[src/rtl/nibble_add_scheduler_pkg.sv]
// Shared types and constants for the nibble-serial add/sub scheduler.
// Holds the FSM state enum, nibble-count helper and requester ids.
package nibble_add_scheduler_pkg;

   localparam int DEF_WIDTH = 16;

   localparam logic REQ0 = 1'b0;
   localparam logic REQ1 = 1'b1;

   typedef enum logic [1:0] {
      S_IDLE = 2'd0,
      S_RUN  = 2'd1,
      S_DONE = 2'd2
   } state_t;

   function automatic int nib_of(input int w);
      return w / 4;
   endfunction

endpackage

[src/rtl/nibble_add_scheduler_if.sv]
// Request/response bundle between two clients and the scheduler.
// Ports: reqN_{valid,ready,a,b,sub}, rsp_{valid,ready,id,sum,cout,ovf}, busy.
interface nibble_add_scheduler_if #(
   parameter int WIDTH = 16
);
   logic             req0_valid;
   logic             req0_ready;
   logic [WIDTH-1:0] req0_a;
   logic [WIDTH-1:0] req0_b;
   logic             req0_sub;

   logic             req1_valid;
   logic             req1_ready;
   logic [WIDTH-1:0] req1_a;
   logic [WIDTH-1:0] req1_b;
   logic             req1_sub;

   logic             rsp_valid;
   logic             rsp_ready;
   logic             rsp_id;
   logic [WIDTH-1:0] rsp_sum;
   logic             rsp_cout;
   logic             rsp_ovf;

   logic             busy;

   modport master (
      output req0_valid, req0_a, req0_b, req0_sub,
      input  req0_ready,
      output req1_valid, req1_a, req1_b, req1_sub,
      input  req1_ready,
      input  rsp_valid, rsp_id, rsp_sum, rsp_cout, rsp_ovf,
      output rsp_ready,
      input  busy
   );

   modport slave (
      input  req0_valid, req0_a, req0_b, req0_sub,
      output req0_ready,
      input  req1_valid, req1_a, req1_b, req1_sub,
      output req1_ready,
      output rsp_valid, rsp_id, rsp_sum, rsp_cout, rsp_ovf,
      input  rsp_ready,
      output busy
   );

endinterface

[src/rtl/adder4_ripple_carry.sv]
// Existing 4-bit ripple-carry adder slice shared by the scheduler.
// Ports: i_a, i_b, i_cin in; o_sum, o_cout out.
module adder4_ripple_carry (
   input  logic [3:0] i_a,
   input  logic [3:0] i_b,
   input  logic       i_cin,
   output logic [3:0] o_sum,
   output logic       o_cout
);

   logic [4:0] w_c;

   assign w_c[0] = i_cin;

   for (genvar g = 0; g < 4; g++) begin : g_fa
      assign o_sum[g]  = i_a[g] ^ i_b[g] ^ w_c[g];
      assign w_c[g+1]  = (i_a[g] & i_b[g]) |
                         (w_c[g] & (i_a[g] ^ i_b[g]));
   end

   assign o_cout = w_c[4];

endmodule

[src/rtl/nibble_add_scheduler.sv]
// Two-client round-robin add/sub using one 4-bit slice, LSB nibble first.
// Ports: clk, rst_n, bus (slave side of nibble_add_scheduler_if).
module nibble_add_scheduler
   import nibble_add_scheduler_pkg::*;
#(
   parameter int WIDTH = DEF_WIDTH
) (
   input  logic                   clk,
   input  logic                   rst_n,
   nibble_add_scheduler_if.slave  bus
);

   localparam int NIB = nib_of(WIDTH);
   localparam int KW  = (NIB > 1) ? $clog2(NIB) : 1;

   state_t           r_state;
   state_t           w_state_nxt;
   logic             r_ptr;
   logic             r_id;
   logic [WIDTH-1:0] r_a;
   logic [WIDTH-1:0] r_b;
   logic [WIDTH-1:0] r_sum;
   logic [KW-1:0]    r_k;
   logic             r_carry;
   logic             r_cout;
   logic             r_ovf;

   logic             w_gnt0;
   logic             w_gnt1;
   logic             w_acc;
   logic             w_sub_sel;
   logic [WIDTH-1:0] w_a_sel;
   logic [WIDTH-1:0] w_b_sel;
   logic [3:0]       w_na;
   logic [3:0]       w_nb;
   logic [3:0]       w_ns;
   logic             w_nc;
   logic             w_last;
   logic             w_ovf;

   // r_ptr holds the last granted id; a tie goes to the other one.
   always_comb begin
      w_gnt0 = 1'b0;
      w_gnt1 = 1'b0;
      if (r_state == S_IDLE) begin
         if (bus.req0_valid && bus.req1_valid) begin
            if (r_ptr == REQ0) w_gnt1 = 1'b1;
            else               w_gnt0 = 1'b1;
         end else if (bus.req0_valid) begin
            w_gnt0 = 1'b1;
         end else if (bus.req1_valid) begin
            w_gnt1 = 1'b1;
         end
      end
   end

   assign w_acc     = w_gnt0 | w_gnt1;
   assign w_sub_sel = w_gnt1 ? bus.req1_sub : bus.req0_sub;
   assign w_a_sel   = w_gnt1 ? bus.req1_a : bus.req0_a;
   assign w_b_sel   = (w_gnt1 ? bus.req1_b : bus.req0_b) ^
                      {WIDTH{w_sub_sel}};

   assign w_na   = r_a[4*r_k +: 4];
   assign w_nb   = r_b[4*r_k +: 4];
   assign w_last = (r_k == KW'(NIB - 1));

   adder4_ripple_carry u_slice (
      .i_a    (w_na),
      .i_b    (w_nb),
      .i_cin  (r_carry),
      .o_sum  (w_ns),
      .o_cout (w_nc)
   );

   // Same operand signs but a different result sign means overflow.
   assign w_ovf = (r_a[WIDTH-1] == r_b[WIDTH-1]) &&
                  (w_ns[3] != r_a[WIDTH-1]);

   always_comb begin
      w_state_nxt = r_state;
      unique case (r_state)
         S_IDLE: if (w_acc) w_state_nxt = S_RUN;
         S_RUN:  if (w_last) w_state_nxt = S_DONE;
         S_DONE: if (bus.rsp_ready) w_state_nxt = S_IDLE;
         default: w_state_nxt = S_IDLE;
      endcase
   end

   always_ff @(posedge clk or negedge rst_n) begin
      if (!rst_n) begin
         r_state <= S_IDLE;
         r_ptr   <= REQ1;
         r_id    <= REQ0;
         r_a     <= '0;
         r_b     <= '0;
         r_sum   <= '0;
         r_k     <= '0;
         r_carry <= 1'b0;
         r_cout  <= 1'b0;
         r_ovf   <= 1'b0;
      end else begin
         r_state <= w_state_nxt;
         if (w_acc) begin
            r_a     <= w_a_sel;
            r_b     <= w_b_sel;
            r_id    <= w_gnt1;
            r_k     <= '0;
            r_carry <= w_sub_sel;
         end
         if (r_state == S_RUN) begin
            r_sum[4*r_k +: 4] <= w_ns;
            r_carry           <= w_nc;
            r_k               <= r_k + KW'(1);
            if (w_last) begin
               r_cout <= w_nc;
               r_ovf  <= w_ovf;
            end
         end
         if (r_state == S_DONE && bus.rsp_ready) begin
            r_ptr <= r_id;
         end
      end
   end

   assign bus.req0_ready = w_gnt0;
   assign bus.req1_ready = w_gnt1;
   assign bus.rsp_valid  = (r_state == S_DONE);
   assign bus.rsp_id     = r_id;
   assign bus.rsp_sum    = r_sum;
   assign bus.rsp_cout   = r_cout;
   assign bus.rsp_ovf    = r_ovf;
   assign bus.busy       = (r_state != S_IDLE);

endmodule

[src/flat_wrapper.sv]
// flat-port wrapper written by rule: the top's interface ports become plain ports
module nibble_add_scheduler_flat import nibble_add_scheduler_pkg::*;
#(
   parameter int WIDTH = DEF_WIDTH
)
  (clk, rst_n, bus_req0_valid, bus_req0_a, bus_req0_b, bus_req0_sub, bus_req0_ready, bus_req1_valid, bus_req1_a, bus_req1_b, bus_req1_sub, bus_req1_ready, bus_rsp_valid, bus_rsp_id, bus_rsp_sum, bus_rsp_cout, bus_rsp_ovf, bus_rsp_ready, bus_busy);
  nibble_add_scheduler_if #(.WIDTH(WIDTH)) bus_i ();
  input  logic clk;
  input  logic rst_n;
  input wire logic [$bits(bus_i.req0_valid)-1:0] bus_req0_valid;
  input wire logic [$bits(bus_i.req0_a)-1:0] bus_req0_a;
  input wire logic [$bits(bus_i.req0_b)-1:0] bus_req0_b;
  input wire logic [$bits(bus_i.req0_sub)-1:0] bus_req0_sub;
  output wire logic [$bits(bus_i.req0_ready)-1:0] bus_req0_ready;
  input wire logic [$bits(bus_i.req1_valid)-1:0] bus_req1_valid;
  input wire logic [$bits(bus_i.req1_a)-1:0] bus_req1_a;
  input wire logic [$bits(bus_i.req1_b)-1:0] bus_req1_b;
  input wire logic [$bits(bus_i.req1_sub)-1:0] bus_req1_sub;
  output wire logic [$bits(bus_i.req1_ready)-1:0] bus_req1_ready;
  output wire logic [$bits(bus_i.rsp_valid)-1:0] bus_rsp_valid;
  output wire logic [$bits(bus_i.rsp_id)-1:0] bus_rsp_id;
  output wire logic [$bits(bus_i.rsp_sum)-1:0] bus_rsp_sum;
  output wire logic [$bits(bus_i.rsp_cout)-1:0] bus_rsp_cout;
  output wire logic [$bits(bus_i.rsp_ovf)-1:0] bus_rsp_ovf;
  input wire logic [$bits(bus_i.rsp_ready)-1:0] bus_rsp_ready;
  output wire logic [$bits(bus_i.busy)-1:0] bus_busy;
  assign bus_i.req0_valid = bus_req0_valid;
  assign bus_i.req0_a = bus_req0_a;
  assign bus_i.req0_b = bus_req0_b;
  assign bus_i.req0_sub = bus_req0_sub;
  assign bus_req0_ready = bus_i.req0_ready;
  assign bus_i.req1_valid = bus_req1_valid;
  assign bus_i.req1_a = bus_req1_a;
  assign bus_i.req1_b = bus_req1_b;
  assign bus_i.req1_sub = bus_req1_sub;
  assign bus_req1_ready = bus_i.req1_ready;
  assign bus_rsp_valid = bus_i.rsp_valid;
  assign bus_rsp_id = bus_i.rsp_id;
  assign bus_rsp_sum = bus_i.rsp_sum;
  assign bus_rsp_cout = bus_i.rsp_cout;
  assign bus_rsp_ovf = bus_i.rsp_ovf;
  assign bus_i.rsp_ready = bus_rsp_ready;
  assign bus_busy = bus_i.busy;
  nibble_add_scheduler #(.WIDTH(WIDTH)) u_core (.clk(clk), .rst_n(rst_n), .bus(bus_i));
endmodule
[config.mk]
export PLATFORM = sky130hd
export DESIGN_NAME = nibble_add_scheduler_flat
export DESIGN_NICKNAME = d
export VERILOG_FILES = /design/src/rtl/nibble_add_scheduler_pkg.sv /design/src/rtl/nibble_add_scheduler_if.sv /design/src/rtl/adder4_ripple_carry.sv /design/src/rtl/nibble_add_scheduler.sv /design/src/flat_wrapper.sv
export SDC_FILE = /design/constraint.sdc
export NUM_CORES = 1
export LEC_CHECK = 0
export BUFFER_PORTS_ARGS = -buffer_cell sky130_fd_sc_hd__buf_2
export CAP_MARGIN = 20
export CORE_ASPECT_RATIO = 1.1
export CORE_MARGIN = 2
export CORE_UTILIZATION = 34
export DETAILED_ROUTE_END_ITERATION = 12
export SYNTH_ARGS = -nofsm -noshare
export SYNTH_HDL_FRONTEND = slang
export SYNTH_SLANG_ARGS = --single-unit
[constraint.sdc]
create_clock -name clk -period 3.7 [get_ports clk]
set_input_delay 0.185 -clock clk [delete_from_list [all_inputs] [get_ports clk]]
set_output_delay 0.185 -clock clk [all_outputs]
set_load 0.05 [all_outputs]
Yosys cells after proc, flatten, opt, wreduce, memory -nomap -nowiden

Cells that the tools add are included.

Bits in registers: 57
Input bits: 71
Output and inout bits: 23
Word-level logic and storage cells: 75

Add/sub/neg operators: 2
Eq/ne operators: 8
Shifts and indexed selects: 4
Mux-type cells: 21
Bitwise operators: 22
Reductions and logical operators: 8

Operators with widths:

| cell                                                  | number |
|---|---|
| negator 4 -> 34 bit                                   | 1 |
| variable shift 4 x 34 -> 16 bit, first input constant | 1 |
| variable part select 4 x 34 -> 16 bit                 | 1 |
| 2-to-1 mux 16 bit                                     | 2 |
| variable part select 16 x 5 -> 4 bit                  | 2 |
| bitwise mux 16 bit                                    | 1 |
| bitwise XOR 16 bit                                    | 1 |
| 2-to-1 mux 1 bit                                      | 12 |
| 2-to-1 mux 2 bit                                      | 5 |
| AND 1 bit                                             | 8 |
| bitwise XOR 1 bit                                     | 8 |
| != test 2 x 1 -> 1 bit, second input constant         | 3 |
| one-hot mux 2 bit (3 select lines)                    | 1 |
| bitwise OR 1 bit                                      | 5 |
| equality test 2 bit, second input constant            | 2 |
| nonzero test 2 bit                                    | 2 |
| logical AND 1 bit                                     | 3 |
| AND reduction 3 bit                                   | 1 |
| adder 2 x 1 -> 2 bit, second input constant           | 1 |
| equality test 2 x 1 -> 1 bit, second input constant   | 1 |
| zero test 2 bit                                       | 1 |
| AND reduction 2 bit                                   | 1 |
| equality test 1 bit                                   | 1 |
| != test 1 bit                                         | 1 |

Longest topological paths before layout

Depth after elaboration: 11
Mapped depth: 9
Depth with buffers taken out: 8

Cells and area by module

Synthesis repeated with hierarchy kept, for this count alone.

Cell total of the unflattened synthesis: 344
Area, all modules: 3482.1 um2

By module, submodules not included:

| module               | times used | cells each | area each (um2) |
|---|---|---|---|
| nibble_add_scheduler | 1          | 330        | 3364.5 |
| adder4_ripple_carry  | 1          | 14         | 117.6 |

Worst setup path before layout

Ideal clock, no wire load.

Kind: reg-to-reg
Start point: register u_core.r_k[0]
End point: register u_core.r_ovf, in the netlist u_core.bus.rsp_ovf
Library setup time: 0.125 ns
Arrival time: 3.365 ns
Setup slack: 0.211 ns
Cell stages (with the launch flop): 10
Path buffers: 1
Period minus slack after synthesis: 3.489 ns
Cells stage by stage: dfrtp_1 > buf_2 > mux4_2 > fa_1 > fa_1 > fa_1 > fa_1 > nand2b_1 > o22ai_1 > mux2_2

Word-level cells in the longest chain between the ends: 11

Ends and longest elaborated chain:

| element                                                 | line                                                   | source |
|---|---|---|
| start, declared                                         | nibble_add_scheduler.sv:23                             | `logic [KW-1:0] r_k;` |
| start signal, assigned                                  | nibble_add_scheduler.sv:113                            | `r_k <= r_k + KW'(1);` |
| variable part select 16 x 5 -> 4 bit (on tied branches) | nibble_add_scheduler.sv:63, nibble_add_scheduler.sv:64 |  |
| bitwise XOR 1 bit                                       | adder4_ripple_carry.sv:18                              | `(w_c[g] & (i_a[g] ^ i_b[g]));` |
| AND 1 bit                                               | adder4_ripple_carry.sv:18                              |  |
| bitwise OR 1 bit                                        | adder4_ripple_carry.sv:17                              | `assign w_c[g+1] = (i_a[g] & i_b[g]) \|` |
| AND 1 bit                                               | adder4_ripple_carry.sv:18                              |  |
| bitwise OR 1 bit                                        | adder4_ripple_carry.sv:17                              |  |
| AND 1 bit                                               | adder4_ripple_carry.sv:18                              |  |
| bitwise OR 1 bit                                        | adder4_ripple_carry.sv:17                              |  |
| bitwise XOR 1 bit                                       | adder4_ripple_carry.sv:16                              | `assign o_sum[g] = i_a[g] ^ i_b[g] ^ w_c[g];` |
| != test 1 bit                                           | nibble_add_scheduler.sv:77                             | `(w_ns[3] != r_a[WIDTH-1]);` |
| logical AND 1 bit                                       | nibble_add_scheduler.sv:76                             | `assign w_ovf = (r_a[WIDTH-1] == r_b[WIDTH-1]) &&` |
| end signal, assigned                                    | nibble_add_scheduler.sv:116                            | `r_ovf <= w_ovf;` |
| end, declared                                           | nibble_add_scheduler.sv:26                             | `logic r_ovf;` |

Several ways; a longest one is shown, not always the timed one.
A chain may end at the register's enable or synchronous reset.

Worst setup path in the final report

Same ends and word-level chain as after synthesis.

==> flow_summary.ini <==
[run_status]
outcome = finished clean

[final_layout]
ff_latch_area_um2 = 1428
multi_input_area_um2 = 1822
fillCellCount = 973
final_nets = 475
diodes = 0
synthToLayoutAreaGrowth_pct = 22.66
final_layout_size_suffix_gt1_share_pct = 40.35

[synthesis]
synth_top_area_share_pct = 41.13
synth_most_common_cell = dfrtp_1
synthesis.instances = 308
synth_area_um2 = 3407
synth_common_cells = dfrtp_1 (56), nand3_1 (32), nor2_1 (20), o21ai_0 (20)
ys_ff_latch = 57
synthFlopType = dfrtp_1
yosysWarnings = 0
synthDistinctLibCells = 37
async_flop_share_pct = 100.0
synth_top_cell_by_area = dfrtp_1
synth_edf_count = 0
synth_area_leaders = dfrtp_1 (41%), a221oi_2 (5.3%), mux2_4 (5.3%)
synth_area_per_cell_um2 = 11.06
synth.net_count = 389
seq_area_frac_synth_pct = 41.90

[sta]
fin_skew_ps = 7.404
worst_slew_pin_slew_ps = 1019
setup_viol = 0
hold_viol = 0
rsz0062_at_grt = no
whs_ps = 33.99
slew_viol_final = 0
slew_headroom_pct = 32.08
min_period_over_period_pct = 92.52
min_period_ps = 3423
max_freq_mhz = 292.1
tns_ps = 0

[setup_path]
cp_cell_sequence = mux4_2, fa_1, fa_1, fa_1, fa_1, nand2b_1, o22ai_1, mux2_2
reg2reg_to = u_core.bus.rsp_ovf
setup.worst_path.end_class = flip-flop
arrival_ps = 3650
critPathMaxStageDelay_ps = 580
ff2ff_path_depth = 8
crit_top_cell = fa_1
r2r_setup_slack_ps = 280
path_max_fanout = 6
endpoint = u_core.bus.rsp_ovf
crit_start = u_core.r_k[0]
critical-path-top-delay-family = adder cells
cp_num_cells = 8
startpoint_type = flip-flop
cp_slowest_cell = mux4_2
reg2reg_from = u_core.r_k[0]
path_buf_inv = 0
critPathRequiredTime_ps = 3930
path_class = flip-flop to flip-flop

[placed_design]
dp_hpwl_um = 6417
gp_congestion = 0.7714
port_buffers = 93

[global_routing]
grt_first_pass_wirelength_um = 13810
grt_pass1_vias = 2795
grtUsageTotal_pct = 16.27
grt.overflow.total = 0
antenna_found_initial = 0
grt_start_max_net_pins = 51

[drt]
routed_via_density = 5.356
drt-wirelength-per-cell_um = 16.92
postRouteAntennaNets = 0
first_pass_iters = 4
vias = 2780
drt_iter0_markers = 166
remaining_drc_errors = 0
wl_um = 8781

[power_and_ir_drop]
pwr-share-seq_pct = 28.8
internal-power_mw = 2.125
switchingPower_mw = 1.751
p_sw_share_pct = 45.18
leakage_nw = 1.928
vdd_ir_drop_max_mv = 0.2721
power_frac_comb_pct = 53.9
clock_power_share_pct = 17.2
powerDensity_nw_per_um2 = 927.4

[clock_tree]
cts_setup_buffers = 0
clkLatencyLatePin_ps = 340
cts_tree = yes
clock-sinks = 57
cts_root_buf = clkbuf_8
postCtsHoldBufs = 1
clk_pin_slew_ps = 70
cts_max_level = 3
cts_buffers = 9
clockBufferDepth = 2
cts_resized = 0

[die]
core_region_area_um2 = 9794
ios = 94
initial_core_util_pct = 34.79
dieArea_um2 = 10840
die_w_um = 99.45
die_h_um = 109.0
row_count = 38

[min_path]
hold_class = primary input to flip-flop

[run]
max-cap-violations = 0
-- layout by cell type (no fill, tap or decap), types with 11 or more instances in the layout --
cell and instances:
nand3_1 32, dfrtp_1 56, a221oi_2 12, buf_2 93, a21oi_1 16, xnor2_1 16, nand4_1 16, nor2_1 19
mux2_4 12, clkbuf_8 11, a22o_1 16, o21ai_0 20
-- power groups by stage --
stage	Combinational [mW]	Clock [mW]	Sequential, mW
finish	2.09	0.667	1.12
global route	2.29	0.705	1.15
CTS	2.12	0.679	1.12
detailed placement	2.11	0	1.13
global placement	2.09	0	1.12
floorplan	1.37	0	1.29
-- state kept, by name, indices dropped and copies added (netlist names) --
signal,count
u_core.r_a,16
u_core.bus.rsp_id,1
u_core.r_k,2
u_core.bus.rsp_ovf,1
u_core.r_carry,1
u_core.r_b,16
u_core.r_ptr,1
u_core.bus.rsp_sum,16
u_core.bus.rsp_cout,1
u_core.r_state,2
-- worst min-delay path by stage --
stage               cells past startpoint  slack, ps                     to            from
floorplan                               0       -110    u_core.bus.rsp_cout           rst_n
global placement                        1        240  u_core.bus.rsp_sum[1]           rst_n
detailed placement                      1        250  u_core.bus.rsp_sum[0]           rst_n
CTS                                     2         20         u_core.r_b[13]  bus_req1_b[13]
global route                            2         30         u_core.r_b[10]  bus_req1_b[10]
finish                                  2         30         u_core.r_b[13]  bus_req1_b[13]
-- final cells by class --
cell class | instances | area share, %
multi-input combinational | 219 | 43.59
sequential | 57 | 34.16
timing repair buffer | 101 | 12.63
clock buffer | 11 | 3.623
tap | 120 | 3.593
clock inverter | 5 | 1.856
inverter | 6 | 0.5389
-- layer usage --
layer / part of all wire, % / vias up / GRT usage [%]
met4: 1.5 / 0 / 5.969
met3: 4.7 / 11 / 3.269
met2: 49 / 70 / 27.56
li1: - / 1335 / -
met5: 0 / - / 0
met1: 44 / 1364 / 20.66
-- logic make-up after synthesis --
kind of cell	share of synthesized area, %
AOI/OAI and AO/OA	17.59
adders and majority gates	4.554
xor gates and xnor gates	4.113
and+or+nand+nor	13.81
muxes	13.18
buffers and inverters	4.847
DFF	41.90
-- metrics by stage --
stage	cell area (µm²)	std cells	utilization, %	power (mW)	setup slack, ps
after global placement	3940	502	40.23	3.215	275.4
after detailed placement	3940	502	40.23	3.244	246.5
final	4179	519	42.67	3.875	276.8
after global routing	4179	519	42.67	4.153	107.6
after floorplan	3407	308	-	2.662	210.6
after CTS	4179	519	42.67	3.917	250.1
Note: power is estimated with default switching activity, not from simulation.
